==> src/rtl/wireless_telemetry.sv <==
// Bluetooth command/response engine: decodes command bytes from the phone,
// snapshots the addressed telemetry channel and streams a framed reply out
// through the UART transmit handshake, with a one-deep pending command slot.
module wireless_telemetry #(
    parameter int NUM_CH = 4,
    parameter int DATA_W = 16
) (
    input  logic                       clk,
    input  logic                       rst,
    input  logic                       received,
    input  logic [7:0]                 rx_byte,
    input  logic                       recv_error,
    input  logic                       is_transmitting,
    input  logic [NUM_CH*DATA_W-1:0]   ch_data,
    output logic                       transmit,
    output logic [7:0]                 tx_byte,
    output logic                       busy,
    output logic [7:0]                 err_count,
    output logic [7:0]                 ovr_count
);

    localparam int         NB            = (DATA_W + 7) / 8;
    localparam int         SNAP_W        = NB * 8;
    localparam logic [2:0] LAST_DATA_IDX = 3'(NB);
    localparam logic [7:0] MAX_CMD       = 8'(NUM_CH);

    typedef enum logic [2:0] {
        IDLE,
        LOAD,
        SEND,
        WAIT_START,
        WAIT_DONE
    } state_t;

    state_t              state_q, state_d;
    logic [7:0]          cmd_q, cmd_d;
    logic [7:0]          pend_q, pend_d;
    logic                pend_valid_q, pend_valid_d;
    logic [SNAP_W-1:0]   snap_q, snap_d;
    logic [2:0]          idx_q, idx_d;
    logic [7:0]          tx_byte_q, tx_byte_d;
    logic [7:0]          err_q, err_d;
    logic [7:0]          ovr_q, ovr_d;

    logic                accept;
    logic                cmd_is_read;
    logic                cmd_is_bad;
    logic                frame_last;
    logic                frame_end;
    logic                pop;
    logic                direct;
    logic                enter_load;
    logic                bad_done;
    logic [7:0]          load_cmd;
    logic [7:0]          frame_byte;
    logic [2:0]          byte_idx;
    logic [DATA_W-1:0]   sel_data;

    // Classify the active command and find the frame-boundary events; a frame
    // ending with nothing pending may take a new command straight into LOAD.
    always_comb begin
        accept      = received && !recv_error;
        cmd_is_read = (cmd_q != 8'd0) && (cmd_q <= MAX_CMD);
        cmd_is_bad  = (cmd_q != 8'd0) && !cmd_is_read;
        frame_last  = cmd_is_read ? (idx_q == LAST_DATA_IDX) : (idx_q == 3'd0);
        frame_end   = (state_q == WAIT_DONE) && !is_transmitting && frame_last;
        pop         = frame_end && pend_valid_q;
        direct      = frame_end && !pend_valid_q && accept;
        enter_load  = ((state_q == IDLE) && accept) || pop || direct;
        load_cmd    = pop ? pend_q : rx_byte;
    end

    // Select the channel addressed by the command about to enter LOAD.
    always_comb begin
        sel_data = '0;
        for (int k = 0; k < NUM_CH; k++) begin
            if (load_cmd == 8'(k + 1)) begin
                sel_data = ch_data[k*DATA_W +: DATA_W];
            end
        end
    end

    // Frame byte presented on the upcoming SEND: header first, data MSB first.
    always_comb begin
        byte_idx   = (state_q == WAIT_DONE) ? (idx_q + 3'd1) : idx_q;
        frame_byte = 8'hEE;
        if (cmd_q == 8'd0) begin
            frame_byte = 8'h55;
        end else if (cmd_is_read) begin
            if (byte_idx == 3'd0) begin
                frame_byte = {4'hA, cmd_q[3:0]};
            end else begin
                for (int b = 0; b < NB; b++) begin
                    if (byte_idx == 3'(NB - b)) begin
                        frame_byte = snap_q[b*8 +: 8];
                    end
                end
            end
        end
    end

    // FSM next state, snapshot capture, pending slot and saturating counters.
    always_comb begin
        state_d      = state_q;
        cmd_d        = cmd_q;
        pend_d       = pend_q;
        pend_valid_d = pend_valid_q;
        snap_d       = snap_q;
        idx_d        = idx_q;
        tx_byte_d    = tx_byte_q;
        err_d        = err_q;
        ovr_d        = ovr_q;
        bad_done     = 1'b0;

        case (state_q)
            IDLE: begin
                state_d = IDLE;
            end
            LOAD: begin
                // Hold off while a byte from before a reset is still shifting.
                if (!is_transmitting) begin
                    state_d   = SEND;
                    tx_byte_d = frame_byte;
                    bad_done  = cmd_is_bad;
                end
            end
            SEND: begin
                state_d = WAIT_START;
            end
            WAIT_START: begin
                if (is_transmitting) begin
                    state_d = WAIT_DONE;
                end
            end
            WAIT_DONE: begin
                if (!is_transmitting) begin
                    if (!frame_last) begin
                        state_d   = SEND;
                        idx_d     = idx_q + 3'd1;
                        tx_byte_d = frame_byte;
                    end else begin
                        state_d = IDLE;
                    end
                end
            end
            default: begin
                state_d = IDLE;
            end
        endcase

        if (enter_load) begin
            state_d = LOAD;
            cmd_d   = load_cmd;
            snap_d  = SNAP_W'(sel_data);
            idx_d   = 3'd0;
        end

        if (pop) begin
            pend_valid_d = 1'b0;
        end

        if ((state_q != IDLE) && accept && !direct) begin
            if (!pend_valid_q || pop) begin
                pend_d       = rx_byte;
                pend_valid_d = 1'b1;
            end else if (ovr_q != 8'hFF) begin
                ovr_d = ovr_q + 8'd1;
            end
        end

        if ((recv_error || bad_done) && (err_q != 8'hFF)) begin
            err_d = err_q + 8'd1;
        end
    end

    // State register with synchronous reset that also abandons any frame.
    always_ff @(posedge clk) begin
        if (rst) begin
            state_q      <= IDLE;
            cmd_q        <= 8'd0;
            pend_q       <= 8'd0;
            pend_valid_q <= 1'b0;
            snap_q       <= '0;
            idx_q        <= 3'd0;
            tx_byte_q    <= 8'd0;
            err_q        <= 8'd0;
            ovr_q        <= 8'd0;
        end else begin
            state_q      <= state_d;
            cmd_q        <= cmd_d;
            pend_q       <= pend_d;
            pend_valid_q <= pend_valid_d;
            snap_q       <= snap_d;
            idx_q        <= idx_d;
            tx_byte_q    <= tx_byte_d;
            err_q        <= err_d;
            ovr_q        <= ovr_d;
        end
    end

    assign transmit  = (state_q == SEND);
    assign busy      = (state_q != IDLE);
    assign tx_byte   = tx_byte_q;
    assign err_count = err_q;
    assign ovr_count = ovr_q;

endmodule

==> config.mk <==
export PLATFORM = sky130hd
export DESIGN_NAME = wireless_telemetry
export DESIGN_NICKNAME = d
export VERILOG_FILES = /design/src/rtl/wireless_telemetry.sv
export SDC_FILE = /design/constraint.sdc
export NUM_CORES = 1
export LEC_CHECK = 0
export ABC_AREA = 1
export BUFFER_PORTS_ARGS = -buffer_cell sky130_fd_sc_hd__buf_4
export CORE_MARGIN = 8
export CORE_UTILIZATION = 53
export DETAILED_ROUTE_END_ITERATION = 12
export GPL_TIMING_DRIVEN = 1
export PLACE_DENSITY = 0.86
export SLEW_MARGIN = 40
export SYNTH_ARGS = -nofsm -noshare
export SYNTH_HDL_FRONTEND = slang
export SYNTH_SLANG_ARGS = --single-unit
==> constraint.sdc <==
create_clock -name clk -period 2.54 [get_ports clk]
set_input_delay 0.508 -clock clk [delete_from_list [all_inputs] [get_ports clk]]
set_output_delay 0.508 -clock clk [all_outputs]
set_load 0.1 [all_outputs]
-- Word level (Yosys, flattened, before mapping)
Index checks and enable logic that the tools add are counted.
- register bits: 63
- latch bits: 0
- memory bits (writable): 0
- memory bits (read-only): 0
- output and inout bits: 26
- word-level logic and storage cells: 99
- memories: 0
- add/sub/neg operators: 3
- $mul: 0
- divide/modulo/power cells: 0
- magnitude comparators: 1
- equality and inequality tests: 20
- shift operators: 0
- multiplexer cells: 27
- bitwise logic cells: 3
- reduce and logical (&&, ||, !) cells: 35
- operator list (operator ; count):
    $mux 8 ; 9
    $mux 16 ; 4
    $add 8x1->8 const B ; 2
    $eq 8x2->1 const B ; 2
    $ne 8x8->1 const B ; 2
    $pmux 8 s2 ; 1
    $eq 3x2->1 const B ; 4
    $logic_and 1x1->1 ; 12
    $mux 3 ; 4
    $pmux 3 s4 ; 1
    $reduce_and 3->1 ; 4
    $logic_not 3->1 ; 3
    $ne 3x3->1 const B ; 3
    $eq 8x1->1 const B ; 1
    $eq 8x3->1 const B ; 1
    $le 8x3->1 const B ; 1
    $logic_not 8->1 ; 1
    $ne 2x2->1 const B ; 4
    $reduce_bool 8->1 ; 1
    $mux 1 ; 7
    $eq 3x1->1 const B ; 2
    $logic_not 1->1 ; 5
    $logic_or 1x1->1 ; 4
    $reduce_and 4->1 ; 1
    8 further kinds ; 10

-- Longest topological paths before layout
- depth after elaboration: 11
- mapped depth: 18
- gate-level depth less buffers: 17

-- Least setup slack after synthesis
No wires, ideal clock.
- path type: register -> register
- start: reg state_q[1]
- end: reg state_q[0]
- setup time: 0.075 ns
- arrival: 2.982 ns
- required time: 2.465 ns
- setup slack: -0.516 ns
- cell stages (with the launch flop): 5
- buffers on the path: 0
- clock period less this slack: 3.056 ns
- path through: dfxtp_1 -> inv_1 -> nor3_1 -> o22ai_1 -> a21oi_1
- elaborated cells on any way between the ends: 19
- those cells by class: 7 x eq/ne; 2 x mux; 10 x reduce/logical
- RTL lines (item ; line ; RTL):
    start, declared ; 35 ; state_t state_q, state_d;
    start signal, assigned ; 189 ; state_q <= state_d;
    $eq 3x2->1 ; -- ;
    named net transmit ; 15 ; output logic transmit,
    $pmux 3 s4 ; 115 ; case (state_q)
    $mux 1 ; 151 ; if (enter_load) begin
The timed path passes the listed nets, and every way through them passes these cells.
A chain may end at the register's enable or synchronous reset.

-- Worst setup path after layout
- start: reg cmd_q[0]
- end: reg snap_q[15]
- word-level cells in the longest chain between the ends: 11
- elaborated cells on any way between the ends: 19
- those cells by class: 1 x order compare; 4 x eq/ne; 6 x mux; 8 x reduce/logical
- ends and longest elaborated chain (item ; line ; RTL):
    start, declared ; 36 ; logic [7:0] cmd_q, cmd_d;
    start signal, assigned ; 190 ; cmd_q <= cmd_d;
    $le 8x3->1 or $reduce_bool 8->1 (tied branches) ; 63 ; cmd_is_read = (cmd_q != 8'd0) && (cmd_q <= MAX_CMD);
    $logic_and 1x1->1 (*) ; 63 ;
    $mux 1 (*) ; 65 ; frame_last = cmd_is_read ? (idx_q == LAST_DATA_IDX) : (idx_q == 3'd0);
    $logic_and 1x1->1 (*) ; 66 ; frame_end = (state_q == WAIT_DONE) && !is_transmitting && frame_last;
    $logic_and 1x1->1 ; 67 ; pop = frame_end && pend_valid_q;
    $mux 8 ; 70 ; load_cmd = pop ? pend_q : rx_byte;
    $eq 8x1->1 ; 77 ; if (load_cmd == 8'(k + 1)) begin
    $mux 16 (4 in a row) ; 77 ;
    end signal, assigned ; 193 ; snap_q <= snap_d;
    end, declared ; 39 ; logic [SNAP_W-1:0] snap_q, snap_d;
Every way passes the cells marked *; elsewhere a longest branch is shown, timed or not.

==> out/results.ini <==
[min_path]
hold_end=snap_q[3]
hold_start=snap_q[3]
hp-class=flip-flop to flip-flop
worstHoldPathCells=2

[drt]
wirelength_um=11180
drt_iter0_markers=254
first_pass_iters=5
final_antenna_net_count=0
vias=4116
avgRoutedWirePerCell_um=14.44
via_per_inst=5.318
drcViolationCount=0

[logic_synthesis]
synthCells=560
yosys_warnings=0
synth_flop_cell=dfxtp_1
synth_nets=642
synth-seq-cells=63
syn_area_per_cell_um2=6.803
ys_types=42
ys_async_sr_fraction_pct=0
seq_area_frac_synth_pct=33.10
syn_area_um2=3810
synth-edff-count=0

[critical_path]
cp.arrival_ns=2.67
reg2reg_from=cmd_q[0]
critPathTopFamily=simple AND/OR/NAND/NOR gates
path_cells=clkinv_1, nand3_2, nand3_4, nand2_4, nand4_4, buf_6, o21ai_2, nand2_1, nor2_4, buf_12, buf_12, nand3b_1, nand2_1, inv_1, o21ai_2, nand2_1
r2r_slack_ns=0.1
crit_top_cell=nand2_1
required_ns=2.76
worstSetupPathType=flip-flop to flip-flop
crit_path_max_incr_delay_ns=0.41
cp_max_fo=19
r2r_cells=16
cp-start-kind=flip-flop
path_buf_inv=5
endpoint_kind=flip-flop
cpMaxStageDelayCell=dfxtp_1
r2r-end=snap_q[15]

[outcome]
status=finished clean

[global_routing]
grt_max_degree=39
grt_pass1_wl_um=17840
grt_usage_pct=21.52
grt_pass1_vias=4008
grt_antenna_before_repair=0
gr-total-overflow=0

[clock_tree]
clk_latency_ns=0.33
cts_tree=done
hold_buffers=0
root_buffer=clkbuf_8
cts_buffers=9
clkSinkCount=63
ctsLongestPathBuffers=2
htree_levels=3
clk_pin_slew_ns=0.06

[floorplanning]
die_y_um=100.8
num_io_pins=103
core-area_um2=7098
start_util_pct=53.68
core.rowCount=31
die_w_um=100.8
die-area_um2=10160

[sta]
worst_pin_slew_ns=0.5835
rsz0062_at_grt=true
setup_viol=0
hold_violations=0
fin_skew_ns=0.005263
slew_viol_final=0
fmax_mhz=409.3
layout_min_cycle_time_ns=2.443
hold_ws_ns=0.4599
maxSlewHeadroom_pct=60.93
period_share_pct=96.18

[pwr]
p_leak_nw=2.444
powerDensity_nw_per_um2=469.1
ir_drop_v=0.0003573
power_mw=2.334

[placement]
gp_congestion=0.8348
dp_hpwl_um=8045
placed_area_um2=4618
io_buffer_count=102

[layout]
stdcell_area_um2=4976
diodes=0
drive_gt1_share_pct=27.41
post-route-util_pct=70.10
nets=753
area_growth_pct=30.61

[run]
maxCapViolCount=0

[cells in the mapped netlist, drive strengths merged (3+ instances only)]
| master | count | area [µm²] |
|---|---|---|
| nand2 | 158 | 625.6 |
| inv | 74 | 277.8 |
| nand3 | 66 | 352.8 |
| dfxtp | 63 | 1261 |
| o21ai | 55 | 342.8 |
| a21oi | 38 | 190.2 |
| nor2 | 24 | 146.4 |
| nand3b | 16 | 120.1 |
| buf | 14 | 121.4 |
| nor3 | 9 | 45.04 |
| clkbuf | 7 | 31.28 |
| o22ai | 7 | 43.79 |
| ha | 5 | 62.56 |
| o221ai | 4 | 35.03 |
| clkinv | 3 | 11.26 |
| nand4 | 3 | 40.04 |
[cells by family (layout without fill, tap and decap cells)]
logic type	after synthesis	after routing	share of synthesized area (%)
and+or+nand+nor	280	280	35.57
AOI/OAI and AO/OA	112	112	17.64
buffers and inverters	98	213	11.59
DFF	63	63	33.10
adders and majority gates	5	5	1.642
xor gates and xnor gates	2	2	0.4599
[worst min-delay path: cells and delay by family, from the launching register on]
| family | cells | cell delay (ns) |
|---|---|---|
| flops | 1 | 0.31 |
| simple gates | 2 | 0.10 |
[worst max-delay path by stage]
stage / slack [ns] / from / cells past startpoint / end
2_1_floorplan: 0.003 / ovr_count[0] / 9 / ovr_count[5]
3_3_place_gp: 0.13 / idx_q[0] / 15 / snap_q[15]
3_5_place_dp: -0.003 / idx_q[0] / 15 / snap_q[15]
6_report: 0.1 / cmd_q[0] / 16 / snap_q[15]
5_1_grt: -0.08 / cmd_q[0] / 11 / cmd_q[5]
4_1_cts: 0.03 / idx_q[0] / 10 / cmd_q[2]
[placed cells by master, fill, tap and decap left out, drive strengths merged]
cell	netlist	layout
nand2	158	158
clkinv	3	3
clkbuf	7	16
nor2	24	24
o21ai	55	55
o31ai	2	2
o211ai	2	2
or2	2	2
nor4	1	1
a31oi	2	2
nand3b	16	16
o21a	1	1
o221ai	4	4
dfxtp	63	63
nand4	3	3
and3	1	1
nand3	66	66
buf	14	120
ha	5	5
nor3	9	9
a21oi	38	38
xor2	2	2
o22ai	7	7
inv	74	74
a32o	1	1
[flip-flops by register name, indices dropped and copies added, names as in the netlist]
name	cells
snap_q	16
cmd_q	8
err_count	8
ovr_count	8
pend_q	8
tx_byte	8
idx_q	3
state_q	3
pend_valid_q	1
[metrics by stage]
stage / cells / setup WS [ns] / setup TNS [ns]
after floorplan: 560 / 0.002845 / 0
after global placement: 747 / 0.1327 / 0
after detailed placement: 747 / -0.002713 / -0.002713
after CTS: 764 / 0.02979 / 0
after global routing: 774 / -0.08027 / -0.6586
final: 774 / 0.09705 / 0
[layout make-up]
class	instances	area, µm²
clock buffer	15	176.4
fill	607	2122
inverter	77	289.0
multi-input combinational	399	2162
sequential	63	1266
tap	99	123.9
timing repair buffer	121	958.4
[per-layer routing]
layer,vias to the layer above,global-route usage [%],wire (µm)
li1,2060,-,-
met3,27,5.110,580
met1,1888,24.32,4626
met2,141,38.00,5720
met4,0,8.140,250
met5,-,0,0
[where the power goes]
group | internal (mW) | switching, mW | leakage (nW)
combinational | 0.183 | 0.323 | 1.84
sequential | 1.02 | 0.0272 | 0.511
clock | 0.430 | 0.350 | 0.0898
total | 1.63 | 0.700 | 2.44
[what timing repair did]
action | CTS | global route
buffers inserted | 2 | 9
gates resized for setup | 1 | 15
pin swaps | 1 | 6
gates cloned | 0 | 1
endpoints found under the setup margin | 16 | 28
Note: power is estimated with default switching activity, not from simulation.
